==> config.mk <==
export PLATFORM = sky130hd
export DESIGN_NAME = cmd_pin_responder
export DESIGN_NICKNAME = d
export VERILOG_FILES = /design/src/rtl/cmd_bus_pkg.sv /design/src/rtl/phase_counter.sv /design/src/rtl/cmd_pin_responder.sv
export SDC_FILE = /design/constraint.sdc
export NUM_CORES = 1
export LEC_CHECK = 0
export CAP_MARGIN = 20
export CORE_ASPECT_RATIO = 0.5
export CORE_UTILIZATION = 25
export DETAILED_ROUTE_END_ITERATION = 10
export DONT_BUFFER_PORTS = 1
export GPL_TIMING_DRIVEN = 0
export PLACE_DENSITY = 0.45
export SKIP_CTS_REPAIR_TIMING = 1
export SYNTH_ARGS = -nofsm -noshare
export SYNTH_HDL_FRONTEND = slang
export SYNTH_SLANG_ARGS = --single-unit
==> constraint.sdc <==
create_clock -name clk -period 6.3 [get_ports clk]
set_input_delay 0.63 -clock clk [delete_from_list [all_inputs] [get_ports clk]]
set_output_delay 0.63 -clock clk [all_outputs]
set_load 0.02 [all_outputs]
==> src/rtl/cmd_bus_pkg.sv <==
// Shared command-bus definitions: register offsets, opcodes, FSM encoding and bus widths.
// No logic, so no latency or flow-control behaviour of its own.
package cmd_bus_pkg;

  localparam int ADDR_W = 16;
  localparam int DATA_W = 32;

  localparam logic [7:0] REG_CMD       = 8'h00;
  localparam logic [7:0] REG_HIGH_TIME = 8'h01;
  localparam logic [7:0] REG_LOW_TIME  = 8'h02;
  localparam logic [7:0] REG_CYCLES    = 8'h03;
  localparam logic [7:0] REG_DONE      = 8'h04;

  localparam logic [3:0] OP_RESET = 4'd0;
  localparam logic [3:0] OP_CONST = 4'd1;
  localparam logic [3:0] OP_WAVE  = 4'd2;
  localparam logic [3:0] OP_STOP  = 4'd3;

  typedef enum logic [1:0] {
    ST_IDLE    = 2'd0,
    ST_CONST   = 2'd1,
    ST_WAVE_HI = 2'd2,
    ST_WAVE_LO = 2'd3
  } pin_state_e;

  typedef struct packed {
    logic [ADDR_W-1:0] addr;
    logic [DATA_W-1:0] data;
    logic              en;
    logic              wr;
    logic              rd;
  } cmd_req_t;

  // A programmed phase length of zero still lasts one cycle.
  function automatic logic [DATA_W-1:0] min1(input logic [DATA_W-1:0] v);
    return (v == '0) ? {{(DATA_W-1){1'b0}}, 1'b1} : v;
  endfunction

endpackage

==> src/rtl/phase_counter.sv <==
// 32-bit loadable down-counter timing the wave phases; terminal flags a value of 1.
// Load/clear take effect on the next edge; no backpressure, clear beats load beats decrement.
module phase_counter
  import cmd_bus_pkg::*;
(
  input  logic              clk,
  input  logic              rst,
  input  logic              clr_i,
  input  logic              load_i,
  input  logic [DATA_W-1:0] load_val_i,
  input  logic              dec_i,
  output logic [DATA_W-1:0] value_o,
  output logic              terminal_o
);

  logic [DATA_W-1:0] cnt_q;
  logic [DATA_W-1:0] cnt_d;

  always_comb begin
    cnt_d = cnt_q;
    if (clr_i) begin
      cnt_d = '0;
    end else if (load_i) begin
      cnt_d = load_val_i;
    end else if (dec_i && (cnt_q != '0)) begin
      cnt_d = cnt_q - {{(DATA_W-1){1'b0}}, 1'b1};
    end
  end

  always_ff @(posedge clk or posedge rst) begin
    if (rst) begin
      cnt_q <= '0;
    end else begin
      cnt_q <= cnt_d;
    end
  end

  assign value_o    = cnt_q;
  assign terminal_o = (cnt_q == {{(DATA_W-1){1'b0}}, 1'b1});

endmodule

==> src/rtl/cmd_pin_responder.sv <==
// Command-bus driven pin generator (idle/const/square wave); commands and reads respond one cycle later, never stalls.
// Optional read path enabled by CMD_PIN_READBACK_EN; without it rd_data/rd_valid are tied to 0.
module cmd_pin_responder
  import cmd_bus_pkg::*;
#(
  parameter logic [ADDR_W-1:0] BASE_ADDR = 16'h0100
)
(
  input  logic              clk,
  input  logic              rst,
  input  logic [ADDR_W-1:0] cmd_bus_addr,
  input  logic [DATA_W-1:0] cmd_bus_data,
  input  logic              cmd_bus_en,
  input  logic              cmd_bus_wr,
  input  logic              cmd_bus_rd,
  output logic [DATA_W-1:0] rd_data,
  output logic              rd_valid,
  output logic              pin_out,
  output logic              pin_oe
);

  cmd_req_t req;
  assign req = '{addr: cmd_bus_addr, data: cmd_bus_data,
                 en: cmd_bus_en, wr: cmd_bus_wr, rd: cmd_bus_rd};

  logic       sel;
  logic       wr_acc;
  logic       cmd_wr;
  logic [7:0] reg_off;
  logic [3:0] opcode;

  assign sel     = req.en && (req.addr[ADDR_W-1:8] == BASE_ADDR[ADDR_W-1:8]);
  assign wr_acc  = sel && req.wr;
  assign reg_off = req.addr[7:0];
  assign opcode  = req.data[3:0];
  assign cmd_wr  = wr_acc && (reg_off == REG_CMD);

  pin_state_e        state_q, state_d;
  logic              level_q, level_d;
  logic              pin_out_q, pin_out_d;
  logic              pin_oe_q, pin_oe_d;
  logic [DATA_W-1:0] done_q, done_d, done_inc;
  logic [DATA_W-1:0] high_time_q, low_time_q, cycles_q;

  logic              cnt_clr, cnt_load, cnt_dec, cnt_term;
  logic [DATA_W-1:0] cnt_load_val;
  logic [DATA_W-1:0] unused_cnt_value;

  phase_counter u_phase_counter (
    .clk        (clk),
    .rst        (rst),
    .clr_i      (cnt_clr),
    .load_i     (cnt_load),
    .load_val_i (cnt_load_val),
    .dec_i      (cnt_dec),
    .value_o    (unused_cnt_value),
    .terminal_o (cnt_term)
  );

  always_comb begin
    state_d      = state_q;
    level_d      = level_q;
    done_d       = done_q;
    done_inc     = done_q + {{(DATA_W-1){1'b0}}, 1'b1};
    cnt_clr      = 1'b0;
    cnt_load     = 1'b0;
    cnt_dec      = 1'b0;
    cnt_load_val = '0;

    // Free-running wave sequencing; a valid command below overrides it for this cycle.
    case (state_q)
      ST_WAVE_HI: begin
        cnt_dec = 1'b1;
        if (cnt_term) begin
          state_d      = ST_WAVE_LO;
          cnt_load     = 1'b1;
          cnt_load_val = min1(low_time_q);
        end
      end
      ST_WAVE_LO: begin
        cnt_dec = 1'b1;
        if (cnt_term) begin
          done_d = done_inc;
          if ((cycles_q != '0) && (done_inc == cycles_q)) begin
            state_d = ST_CONST;
            level_d = 1'b0;
          end else begin
            state_d      = ST_WAVE_HI;
            cnt_load     = 1'b1;
            cnt_load_val = min1(high_time_q);
          end
        end
      end
      default: ;
    endcase

    if (cmd_wr) begin
      case (opcode)
        OP_RESET: begin
          state_d  = ST_IDLE;
          done_d   = '0;
          cnt_clr  = 1'b1;
          cnt_load = 1'b0;
          cnt_dec  = 1'b0;
        end
        OP_CONST: begin
          state_d  = ST_CONST;
          level_d  = req.data[4];
          done_d   = done_q;
          cnt_load = 1'b0;
          cnt_dec  = 1'b0;
        end
        OP_WAVE: begin
          state_d      = ST_WAVE_HI;
          done_d       = '0;
          cnt_load     = 1'b1;
          cnt_load_val = min1(high_time_q);
        end
        OP_STOP: begin
          state_d  = ST_CONST;
          level_d  = pin_out_q;
          done_d   = done_q;
          cnt_load = 1'b0;
          cnt_dec  = 1'b0;
        end
        default: ;
      endcase
    end

    pin_oe_d  = (state_d != ST_IDLE);
    pin_out_d = (state_d == ST_WAVE_HI) || ((state_d == ST_CONST) && level_d);
  end

  always_ff @(posedge clk or posedge rst) begin
    if (rst) begin
      state_q   <= ST_IDLE;
      level_q   <= 1'b0;
      done_q    <= '0;
      pin_out_q <= 1'b0;
      pin_oe_q  <= 1'b0;
    end else begin
      state_q   <= state_d;
      level_q   <= level_d;
      done_q    <= done_d;
      pin_out_q <= pin_out_d;
      pin_oe_q  <= pin_oe_d;
    end
  end

  // Config changes only reach the pin at the next counter load.
  always_ff @(posedge clk or posedge rst) begin
    if (rst) begin
      high_time_q <= '0;
      low_time_q  <= '0;
      cycles_q    <= '0;
    end else if (wr_acc) begin
      case (reg_off)
        REG_HIGH_TIME: high_time_q <= req.data;
        REG_LOW_TIME:  low_time_q  <= req.data;
        REG_CYCLES:    cycles_q    <= req.data;
        default: ;
      endcase
    end
  end

  assign pin_out = pin_out_q;
  assign pin_oe  = pin_oe_q;

`ifdef CMD_PIN_READBACK_EN
  logic              rd_acc;
  logic              rd_valid_q;
  logic [DATA_W-1:0] rd_data_q;
  logic [DATA_W-1:0] rd_mux;

  assign rd_acc = sel && req.rd && !req.wr;

  always_comb begin
    rd_mux = '0;
    case (reg_off)
      REG_HIGH_TIME: rd_mux = high_time_q;
      REG_LOW_TIME:  rd_mux = low_time_q;
      REG_CYCLES:    rd_mux = cycles_q;
      REG_DONE:      rd_mux = done_q;
      default:       rd_mux = '0;
    endcase
  end

  always_ff @(posedge clk or posedge rst) begin
    if (rst) begin
      rd_valid_q <= 1'b0;
      rd_data_q  <= '0;
    end else begin
      rd_valid_q <= rd_acc;
      rd_data_q  <= rd_acc ? rd_mux : '0;
    end
  end

  assign rd_data  = rd_data_q;
  assign rd_valid = rd_valid_q;
`else
  logic unused_rd;
  assign unused_rd = req.rd;
  assign rd_data   = '0;
  assign rd_valid  = 1'b0;
`endif

endmodule

==> Word-level counts from Yosys, hierarchy flattened <==
Index checks and enable logic that the tools add are counted.
W data, S select, Z words.
{ "op_classes": {"n_mux": 37, "n_mul": 0, "n_eq_ne": 14, "div": 0, "n_lt_le_gt_ge": 0, "reduce_logical": 22, "shifts": 0, "bitwise_logic": 0, "add_sub_neg": 2} }
{ "ops": {"columns": ["op", "count"], "rows": [
  ["$mux W32", 13],
  ["$pmux W32 S2", 2],
  ["$logic_not A32 Y1", 2],
  ["$reduce_bool A32 Y1", 2],
  ["$add A32 B1 Y32 const B", 1],
  ["$eq A32 B1 Y1 const B", 1],
  ["$eq A32 B32 Y1", 1],
  ["$sub A32 B1 Y32 const B", 1],
  ["$eq A8 B1 Y1 const B", 2],
  ["$eq A8 B2 Y1 const B", 2],
  ["$mux W1", 13],
  ["$eq A4 B2 Y1 const B", 2],
  ["$logic_not A8 Y1", 1],
  ["$mux W2", 4],
  ["$eq A2 B2 Y1 const B", 3],
  ["$logic_and A1 B1 Y1", 6],
  ["$pmux W1 S2", 3],
  ["$pmux W2 S3", 1],
  ["$reduce_and A2 Y1", 3],
  ["$reduce_or A2 Y1", 3],
  ["$eq A4 B1 Y1 const B", 1],
  ["$logic_not A4 Y1", 1],
  ["$pmux W2 S2", 1],
  ["$reduce_bool A3 Y1", 1],
  ["other kinds (5)", 5]
]} }
{ "totals": {"word_cells": 84, "register_bits": 165, "latch_bits": 0, "ram_bits": 0, "rom_bits": 0, "mem_count": 0} }

==> Depth between registers and ports, before layout <==
{ "depth": {"word_depth": 11, "ltp_mapped": 13} }

==> By module <==
A second synthesis with hierarchy kept.
{ "hier_totals": {"hier_cells": 965, "hier_area_um2": 9765.6} }
{ "by_module_without_submodules": {"columns": ["mod", "n_inst", "cells_per_inst", "area_per_inst_um2"], "rows": [
  ["cmd_pin_responder", 1, 728, 7612.3],
  ["phase_counter", 1, 237, 2153.3]
]} }

==> Worst setup path after synthesis <==
No wires, ideal clock.
{ "synth_timing": {"path_kind": "register -> register", "start": "reg done_q[0]", "end": "reg u_phase_counter.cnt_q[10] (netlist: u_phase_counter.value_o[10])", "n_path_buf": 2, "arrival_time_ps": 3261, "synth_period_minus_slack_ps": 3387, "required_ps": 6174, "setup_ps": 126, "path_stages_with_launch": 13, "slack_ps": 2913, "path_cell_list": "dfrtp_1 -> ha_1 -> and3_1 -> buf_2 -> nand4_2 -> or4_1 -> and3_1 -> or4b_1 -> nor4_1 -> nand4_1 -> a31o_1 -> clkbuf_1 -> a221o_1"} }
{ "synth_via": {"elab_chain_len": 10, "word_cells_on_any_way": 16} }
{ "synth_rtl": {"columns": ["item", "line_no", "text"], "rows": [
  ["start, declared", "cmd_pin_responder.sv:42", "logic [DATA_W-1:0] done_q, done_d, done_inc;"],
  ["start signal, assigned", "cmd_pin_responder.sv:144", "done_q <= done_d;"],
  ["$add A32 B1 Y32 *", "cmd_pin_responder.sv:64", "done_inc = done_q + {{(DATA_W-1){1'b0}}, 1'b1};"],
  ["$eq A32 B32 Y1 *", "cmd_pin_responder.sv:84", "if ((cycles_q != '0) && (done_inc == cycles_q)) begin"],
  ["$logic_and A1 B1 Y1 *", "cmd_pin_responder.sv:84", null],
  ["$mux W1 / $mux W32 (equally long branches)", "cmd_pin_responder.sv:84", null],
  ["$mux W1 / $mux W32 (equally long branches)", "cmd_pin_responder.sv:82", "if (cnt_term) begin"],
  ["$pmux W1 S2 / $pmux W32 S2 (equally long branches)", "cmd_pin_responder.sv:71", "case (state_q)"],
  ["$pmux W1 S2 / $mux W32 (equally long branches)", "cmd_pin_responder.sv:98", "case (opcode)"],
  ["$mux W1 / $mux W32 (equally long branches)", "cmd_pin_responder.sv:97", "if (cmd_wr) begin"],
  ["$mux W32", "phase_counter.sv:23", "end else if (load_i) begin"],
  ["$mux W32", "phase_counter.sv:21", "if (clr_i) begin"],
  ["end signal, assigned", "phase_counter.sv:34", "cnt_q <= cnt_d;"],
  ["end, declared", "phase_counter.sv:16", "logic [DATA_W-1:0] cnt_q;"]
]} }
Mark *: on every way between the ends. The rest lies on a longest branch, timed or not.
A chain may end at the register's enable or synchronous reset.

==> Final worst setup path <==
{ "layout_timing": {"start": "reg u_phase_counter.cnt_q[24] (netlist: u_phase_counter.value_o[24])", "end": "reg u_phase_counter.cnt_q[15] (netlist: u_phase_counter.value_o[15])"} }
{ "layout_via": {"elab_chain_len": 7, "word_cells_on_any_way": 16} }
{ "layout_rtl": {"columns": ["item", "line_no", "text"], "rows": [
  ["$eq A32 B1 Y1", "phase_counter.sv:39", "assign terminal_o = (cnt_q == {{(DATA_W-1){1'b0}}, 1'b1});"],
  ["$mux W1, or another cell as far along", "cmd_pin_responder.sv:82", null],
  ["$pmux W1 S2 / $pmux W32 S2 (equally long branches)", "cmd_pin_responder.sv:71", null],
  ["$pmux W1 S2 / $mux W32 (equally long branches)", "cmd_pin_responder.sv:98", null],
  ["$mux W1 / $mux W32 (equally long branches)", "cmd_pin_responder.sv:97", null],
  ["$mux W32", "phase_counter.sv:23", null],
  ["$mux W32", "phase_counter.sv:21", null]
]} }
Several ways; a longest one is shown, not always the timed one.

==> results by stage <==
Layout:
- The number of antenna diodes in the final layout is 0.
- Cells with a size suffix above 1 make up between 10% and 20% of the layout.
- The finished layout holds ~1600 standard cells, fillers aside.
- The final-layout fill cell count is ~4000.
- Relative to the synthesized area, the layout overhead comes to 14.5%.
- The number of nets in the layout is about 1100.

Synth:
- The count of state elements after synthesis is ~170.
- The commonest register cell after synthesis is dfrtp_1.
- The netlist area before placement is 0.00980 mm^2.
- The share of flip-flops with an asynchronous set or reset is 100%.
- Of all cell types, the one taking the most synthesized area is dfrtp_1.
- The dominant cell by count in the synthesized netlist is dfrtp_1.
- Sorting the synthesized cells by area gives the leading types as dfrtp_1 42%, mux2_2 11%, o21ai_0 3.5%.
- The top cell type by area accounts for a little over two fifths of the synthesized area.
- The number of distinct library cells after synthesis is 74.
- The synthesized instance count is between 1000 and 1500.
- The Yosys step of the flow raised 0 warnings.
- Counting instances in the post-synthesis netlist gives the leading cell types as 165 x dfrtp_1, 96 x mux2_2, 78 x nand2_1.
- The average footprint of a synthesized cell is 9.67 um^2.
- In this run, synthesis inferred 0 flip-flops with an integrated enable.
- The sequential share of the synthesized area is a little over two fifths.

Placement:
- The global placer's final weighted congestion is between 0.8 and 0.9.
- The number of placed cells counting well taps is ~1600.
- Port buffering added 0 buffers.
- The half-perimeter wire length of the detailed placement result is 24.1 mm.
- The post-placement worst setup slack is around 2.0 ns.

Drt:
- The number of remaining DRC errors is 0.
- The first-pass detailed-route iteration total is 6.
- The violation count after the first detailed-route iteration is slightly above 600.
- The average wire per standard cell is between 15 and 20 um.
- The remaining number of nets flagged by the antenna check after routing is 0.
- The total vias in the final route is roughly 8200.
- The total wire length after detailed routing is about 32 mm.
- Using the TritonRoute via totals, the vias-per-cell ratio works out to a little over 5.

GRT:
- The residual overflow from global routing is 0.
- Entering global routing, the biggest net connects 94 pins.
- The first-pass GRT wire length is around 50 mm.
- Global routing used approximately 16% of the available tracks across all layers.
- The number of antenna violations at the first check in global routing is 1.
- The number of global-route vias before repair came to 8025.

Timing:
- On the final layout, the worst clock skew is between 0.009 and 0.01 ns.
- The number of failing hold endpoints at the final stage is 0.
- The fraction of the cycle the final worst path needs is a little under three quarters.
- Timing would allow up to 221 MHz.
- The max-slew violation count is 0.
- Setup repair after global routing left no endpoint under its margin.
- The actual transition at the worst max-transition pin is around 1.0 ns.
- The number of setup violations in the final report is 0.
- Measured against its own limit, the worst slew margin works out to between 20% and 30%.
- The clock period could shrink to 4.52 ns.
- The worst path meets setup with about 1.8 ns of slack.

Power and ir drop:
- The switching share of total power is 23.7%.
- Cell internal power was estimated by the tool at about 0.0017 W.
- Per report_power, the sequential group accounts for between 40% and 50% of the total.
- The power share of the clock group is a little under 50%.
- The fraction of power consumed by combinational cells is about 2.7%.
- The power density over the cells is slightly below 200 mW/mm^2.
- The total power is 0.00222 W.
- In this run the static leakage power is 5.05 nW.
- The switching power is ~0.00053 W.
- VDD sags by at most between 0.15 and 0.2 mV.

Worst setup path:
- The startpoint class of the critical path is a flip-flop.
- The delay of the slowest cell on the worst path is between 0.9 and 1 ns.
- The cell count of the worst reg-to-reg path is 10.
- The largest fanout on the critical path is 10.
- The cell family contributing the most delay on the critical path is simple AND/OR/NAND/NOR gates.
- The slowest library cell on the worst path is nor4_1.
- The worst setup path is of the reg2reg kind.
- The required time of the critical path is around 6.6 ns.
- The sort of element at the end of the critical path is a flip-flop.
- The launching point of the worst reg2reg path is u_phase_counter.value_o[24]$_DFFE_PP0P_.
- Setup slack on the worst reg-to-reg path comes out at roughly 1.8 ns.
- Together, buffers and inverters on the worst path number 1.
- In this run the critical register-to-register path is captured at u_phase_counter.value_o[15]$_DFFE_PP0P_.
- Walking the worst path, the cells encountered are or4_1, or4_1, nor4_1, nand2_1, nor2_2, nor2_1, a41o_1, buf_2, a221oi_1, nor2_1.
- The data arrival at the endpoint of the critical path is about 4.8 ns.

Clocking:
- Clock-pin slew was measured on the worst setup and hold paths at about 0.070 ns.
- The clock reaches the later pin of the worst-skew pair after approximately 0.44 ns.
- The buffer type at the clock tree root is clkbuf_16.
- TritonCTS created 17 clock buffers.
- The longest clock path from root to sink contains 2 buffers.
- The TritonCTS clock tree is done.
- The tree built by TritonCTS fans out to between 150 and 200 sinks.
- The level count of the clock H-tree is 4.

Outcome:
- The flow ran to the end, and the final reports show no timing, DRC or antenna violations.

Floorplan:
- The initial utilization of the core area, before any placement, comes to 25.8%.
- The die height is between 100 and 150 um.
- The full die area is around 0.040 mm^2.
- The number of ports placed on the die boundary is a little under 90.
- From left edge to right edge, the die measures around 280 um.
- In this run the core area contains 50 standard-cell rows.
- In this run the standard cell core region covers around 0.038 mm^2.

Min path:
- The path class of the tightest hold or removal check is in2async.

Flow run:
- Max-cap violations in this run came to 0.
==> routing by layer <==
layer	global-route usage (%)	vias to the layer above	wire (um)
met5	0	-	0
li1	-	3851	-
met3	2.92	35	1510
met1	22.4	4079	14800
met2	26.7	242	14800
met4	3.89	0	470
==> final cells by class <==
cell class	instances	area (um^2)	area share (%)
Tap cell	520	651	5.80
Multi-Input combinational cell	775	5230	46.6
Clock inverter	13	165	1.47
Sequential cell	165	4130	36.8
Buffer	93	514	4.58
Inverter	12	52.6	0.468
Clock buffer	19	453	4.04
Timing Repair Buffer	1	27.5	0.245
==> logic make-up (layout without fill, tap and decap cells) <==
group	after synthesis	in the layout	share of synthesized area, %
buffers and inverters	105	138	5.71
AND/OR/NAND/NOR	371	371	20.5
flip-flops	165	165	42.1
XOR/XNOR	53	53	4.88
AO/OA/AOI/OAI	207	207	14.1
other	1	33	0.0383
multiplexers	108	108	12.3
adder cells (fa/ha/maj)	3	3	0.383
==> power groups by stage <==
stage	clock (W)	combinational, W	sequential [W]
after floorplan	0	0.0000518	0.00108
after global placement	0	0.0000594	0.00108
after detailed placement	0	0.0000625	0.00108
after CTS	0.00113	0.0000624	0.00106
after global routing	0.00117	0.0000694	0.00106
final	0.00111	0.0000609	0.00106
==> worst register-to-register path, stage by stage, from the launching register on <==
cell and delay, ns:
dfrtp_1 0.43, or4_1 0.61, or4_1 0.46, nor4_1 0.92, nand2_1 0.33, nor2_2 0.34, nor2_1 0.12, a41o_1 0.33
buf_2 0.26, a221oi_1 0.50, nor2_1 0.10
==> layout by cell type (no fill, tap or decap), types with 24 or more instances in the layout <==
cell / n
nor3_1: 30
nand3_1: 41
buf_4: 35
nor4_1: 48
mux2_2: 96
nand2_1: 78
a21oi_1: 31
dfrtp_1: 165
nor2_1: 64
clkbuf_1: 34
conb_1: 33
xor2_1: 28
xnor2_1: 24
o21ai_0: 69
nand4_1: 25
==> metrics by stage <==
step | setup TNS (ns) | cell area [um^2] | util (%) | hold slack (ns)
2_1_floorplan | 0 | 9920 | - | 0.465
3_3_place_gp | -144.95 | 10600 | 27.8 | 0.482
3_5_place_dp | 0 | 10600 | 27.9 | 0.491
4_1_cts | 0 | 11200 | 29.6 | 0.109
5_1_grt | 0 | 11200 | 29.6 | 0.103
6_report | 0 | 11200 | 29.6 | 0.0706
==> worst max path at each step <==
stage | start | end | slack (ns) | depth (start not counted)
finish | u_phase_counter.value_o[24]$_DFFE_PP0P_ | u_phase_counter.value_o[15]$_DFFE_PP0P_ | 1.78 | 10
global route | done_q[0]$_DFFE_PP0P_ | u_phase_counter.value_o[15]$_DFFE_PP0P_ | 1.51 | 11
CTS | done_q[0]$_DFFE_PP0P_ | u_phase_counter.value_o[2]$_DFFE_PP0P_ | 1.94 | 11
detailed placement | done_q[0]$_DFFE_PP0P_ | u_phase_counter.value_o[18]$_DFFE_PP0P_ | 2.02 | 11
global placement | rst | done_q[13]$_DFFE_PP0P_ | -0.90 | 1
floorplan | rst | cycles_q[0]$_DFFE_PP0P_ | 1.21 | 1
==> state kept, by name (all words and copies together) (netlist names) <==
name	cells
low_time_q	32
high_time_q	32
level_q	1
pin_oe	1
state_q	2
u_phase_counter.value_o	32
done_q	32
cycles_q	32
pin_out	1
Power figures use the tool's default switching activity.
